[src/rtl/shift_register.sv]
// Loadable mantissa shifter: right mode aligns by a fixed count, left mode
// normalizes until the MSB is set or the shift budget runs out. One bit per clock.
module shift_register #(
  parameter int Mantissa_Size = 23,
  parameter int Exponent_Size = 8
) (
  input  logic                     clk,
  input  logic                     reset,
  input  logic                     enable,
  input  logic                     load,
  input  logic                     direction,
  input  logic [Mantissa_Size:0]   unshifted,
  input  logic [Exponent_Size-1:0] no_of_shifts,
  output logic [Mantissa_Size:0]   shifted,
  output logic                     done
);

  typedef enum logic [1:0] {
    IDLE = 2'b00,
    BUSY = 2'b01,
    FIN  = 2'b10
  } state_t;

  state_t                   state, state_n;
  logic [Mantissa_Size:0]   shifted_n;
  logic [Exponent_Size-1:0] count, count_n;
  logic                     dir, dir_n;
  logic                     done_n;

  always_ff @(posedge clk) begin
    if (reset) begin
      state   <= IDLE;
      shifted <= '0;
      count   <= '0;
      dir     <= 1'b0;
      done    <= 1'b0;
    end else if (enable) begin
      state   <= state_n;
      shifted <= shifted_n;
      count   <= count_n;
      dir     <= dir_n;
      done    <= done_n;
    end
  end

  always_comb begin
    state_n   = state;
    shifted_n = shifted;
    count_n   = count;
    dir_n     = dir;
    done_n    = done;
    if (load) begin
      shifted_n = unshifted;
      count_n   = no_of_shifts;
      dir_n     = direction;
      done_n    = 1'b0;
      state_n   = BUSY;
    end else begin
      case (state)
        BUSY: begin
          // Left mode stops as soon as the hidden-1 position is occupied.
          if ((count == '0) || (!dir && shifted[Mantissa_Size])) begin
            state_n = FIN;
            done_n  = 1'b1;
          end else begin
            shifted_n = dir ? (shifted >> 1) : (shifted << 1);
            count_n   = count - 1'b1;
          end
        end
        default: ;
      endcase
    end
  end

endmodule

[config.mk]
export PLATFORM = sky130hd
export DESIGN_NAME = shift_register
export DESIGN_NICKNAME = d
export VERILOG_FILES = /design/src/rtl/shift_register.sv
export SDC_FILE = /design/constraint.sdc
export NUM_CORES = 1
export LEC_CHECK = 0
export CORE_MARGIN = 8
export CORE_UTILIZATION = 47
export DETAILED_ROUTE_END_ITERATION = 6
export PLACE_DENSITY = 0.79
export SETUP_SLACK_MARGIN = 0.3
export SLEW_MARGIN = 20
export SYNTH_ARGS = -nofsm -noshare
export SYNTH_HDL_FRONTEND = slang
export SYNTH_SLANG_ARGS = --single-unit
[constraint.sdc]
create_clock -name clk -period 2.7 [get_ports clk]
set_input_delay 0.27 -clock clk [delete_from_list [all_inputs] [get_ports clk]]
set_output_delay 0.27 -clock clk [all_outputs]
set_load 0.05 [all_outputs]
==> impl_metrics.py <==
metrics = {
    "run_status": {
        "outcome": "completed",
    },
    "worst_setup_path": {
        "crit_fanout": 11,
        "crit_type": "reg2reg",
        "critPathRequiredTime_ns": 2.91,
        "end_kind": "register",
        "critPathLaunchType": "register",
        "worstPathArrival_ns": 2.34,
    },
    "finish": {
        "final_layout_size_suffix_gt1_frac": 0.0833,
        "finish.net_count": 374,
        "finalNonFillerCells": 388,
        "antenna_cells": 0,
        "stdcell_area_mm2": 0.00293,
        "final_util": 0.672,
        "syn_to_final_growth_pct": 38.1,
    },
    "detailed_routing": {
        "drc": 0,
        "avgViaCountPerCell": 5.42,
        "firstDrtPassIters": 4,
        "via_count": 2103,
        "drt_iter0_markers": 126,
        "avgRoutedWirePerCell_um": 14.3,
        "drt-total-wl_um": 5560,
        "ant_nets": 0,
    },
    "placement": {
        "portBuffers": 61,
        "placed_area_mm2": 0.00279,
        "dp.cells": 376,
        "gp_congestion": 0.857,
        "dp_hpwl_um": 4060,
    },
    "synthesis": {
        "syn_area_mm2": 0.00212,
        "synthesis.instances": 273,
        "synthAdderAreaFrac": 0.0118,
        "syn_area_per_cell_um2": 7.76,
        "synth_top_area_share": 0.331,
        "async_flop_share": 0,
        "synth_top_cell_by_area": "dfxtp_1",
        "ys.warnings.count": 0,
        "ys_top_cells_by_area": "dfxtp_1 (33%), mux2i_1 (21%), nand2_1 (13%), o21ai_0 (6.4%), a21oi_1 (2.4%)",
        "synth_nets": 312,
        "synth-edff-count": 0,
        "ys_seq_area_frac": 0.331,
        "synthXorXnorAreaFrac": 0,
        "synth_top_family_by_area": "simple AND/OR/NAND/NOR gates",
        "synth-seq-cells": 35,
        "synth.distinct_cells": 39,
        "synthSimpleGateAreaFrac": 0.240,
        "synth_common_cells": "nand2_1 (74), mux2i_1 (45), dfxtp_1 (35), o21ai_0 (27), clkbuf_1 (13)",
        "synthMuxAreaShare": 0.228,
        "synth_most_common_cell": "nand2_1",
        "ys_dominant_reg_cell": "dfxtp_1",
        "synth_compound_area_frac": 0.138,
    },
    "timing": {
        "fin_tns_setup_ns": 0,
        "worstMarginPinSlew_ns": 0.560,
        "timing_hold_violations_final": 0,
        "maxSlewHeadroom": 0.626,
        "post-route-period-util": 0.787,
        "grt_setup_unrepaired": "no",
        "period_needed_ns": 2.12,
        "maxSlewViolCount": 0,
        "holdWs_ns": 0.494,
        "fmax_mhz": 471,
        "setup_violations": 0,
        "fin_skew_ns": 0.00915,
    },
    "floorplan": {
        "initial_utilization": 0.487,
        "core_mm2": 0.00435,
        "die_h_um": 83.2,
        "die_w_um": 83.2,
        "dieArea_mm2": 0.00691,
        "placementRows": 24,
        "io_pins": 62,
    },
    "grt": {
        "grt_max_degree": 35,
        "antenna_found_initial": 0,
        "grt_pass1_vias": 2045,
        "grt_first_pass_wirelength_um": 9310,
        "grt_overflow": 0,
        "grt_usage": 0.155,
    },
    "min_path": {
        "min-delay-path-class": "reg2reg",
    },
    "flow_run": {
        "max_cap_violations": 0,
    },
    "clock_network": {
        "clk_pin_slew_ns": 0.08,
        "h-tree-depth": 2,
        "cts_sinks": 35,
        "clockBufferDepth": 2,
        "ctsRootBufferMaster": "clkbuf_8",
        "cts_tree": "built",
        "clock_latency_ns": 0.29,
        "ctsResizeCount": 0,
        "cts-hold-fix-buffers": 0,
        "cts_buffers": 5,
    },
    "power": {
        "peakVddDrop_uv": 283,
        "power.density_mw_per_mm2": 461,
        "leakagePower_uw": 0.00117,
    },
}
[flip-flops by register name, summed over array words and instances, names as in the netlist]
name     count
shifted     24
dir          1
state        2
count        8
[through the flow]
stage | setup WS, ns | total power [µW]
final | 0.575 | 1350
after global routing | 0.419 | 1420
after CTS | 0.409 | 1350
after detailed placement | 0.446 | 958
after global placement | 0.571 | 954
after floorplan | 0.758 | 822
[layer usage]
layer  global-route usage  vias to the layer above  routed length [µm]  part of all wire
met5                    0                        -                   0                 0
met4               0.0367                        0                  57             0.010
met3               0.0547                        7                 381             0.068
met2                0.257                       65                2600              0.47
met1                0.185                      953                2530              0.45
li1                     -                     1078                   -                 -
[final timing paths]
kind | from | end | slack (ns) | cells after the start
worst min-delay path | state[0] | state[0] | 0.49 | 2
worst max-delay path | count[0] | shifted[11] | 0.58 | 8
worst min register to register | state[0] | state[0] | 0.49 | 2
worst max register to register | count[0] | shifted[11] | 0.58 | 8
[logic make-up (layout without fill, tap and decap cells)]
| family | count (synthesis) | after routing |
|---|---|---|
| buf+inv | 26 | 89 |
| compound gates | 51 | 51 |
| flops | 35 | 35 |
| mux | 48 | 48 |
| simple gates | 111 | 111 |
| fa+ha+maj | 2 | 2 |
[area by class of cell]
cell class	instances	area, µm²
inverters	6	22.5
well taps	52	65.1
fillers	372	1430
repair buffers	75	723
clock buffers	5	68.8
flip-flops and latches	35	701
clock inverters	3	25.0
multi-input cells	212	1320
[cells in the final DEF (no fill, tap or decap), drive strengths merged, types with 2 or more instances in the layout]
master / netlist / routed
clkbuf: 13 / 5
mux2: 3 / 3
dfxtp: 35 / 35
o221ai: 2 / 2
nand4: 2 / 2
mux2i: 45 / 45
nor3: 3 / 3
buf: 7 / 15
ha: 2 / 2
nor4: 2 / 2
clkinv: 0 / 2
nor2: 6 / 6
nand2b: 3 / 3
clkdlybuf4s50: 0 / 60
inv: 6 / 6
nor3b: 2 / 2
a31oi: 4 / 4
a21oi: 10 / 10
o21ai: 28 / 28
nand3: 8 / 8
nor2b: 4 / 4
nand2: 74 / 74
[report_power, final]
| group | switching, µW | total [µW] | internal, µW | leakage [µW] |
|---|---|---|---|---|
| Combinational | 204 | 380 | 175 | 0.000838 |
| Clock | 206 | 390 | 184 | 0.0000443 |
| Sequential | 34.7 | 580 | 545 | 0.000286 |
[critical path, stage by stage, from the launching register on]
cell and delay (ns):
dfxtp_1 0.36, inv_1 0.10, ha_1 0.17, nor4b_1 0.43, nand2_1 0.27, a21boi_4 0.21, buf_12 0.15, buf_4 0.17
mux2i_1 0.19
[repair_timing]
item	in CTS	in global routing
hold endpoints to repair	0	0
endpoints found under the setup margin	0	17
buffers inserted	0	4
No activity file was read; power rests on OpenSTA's default activity.
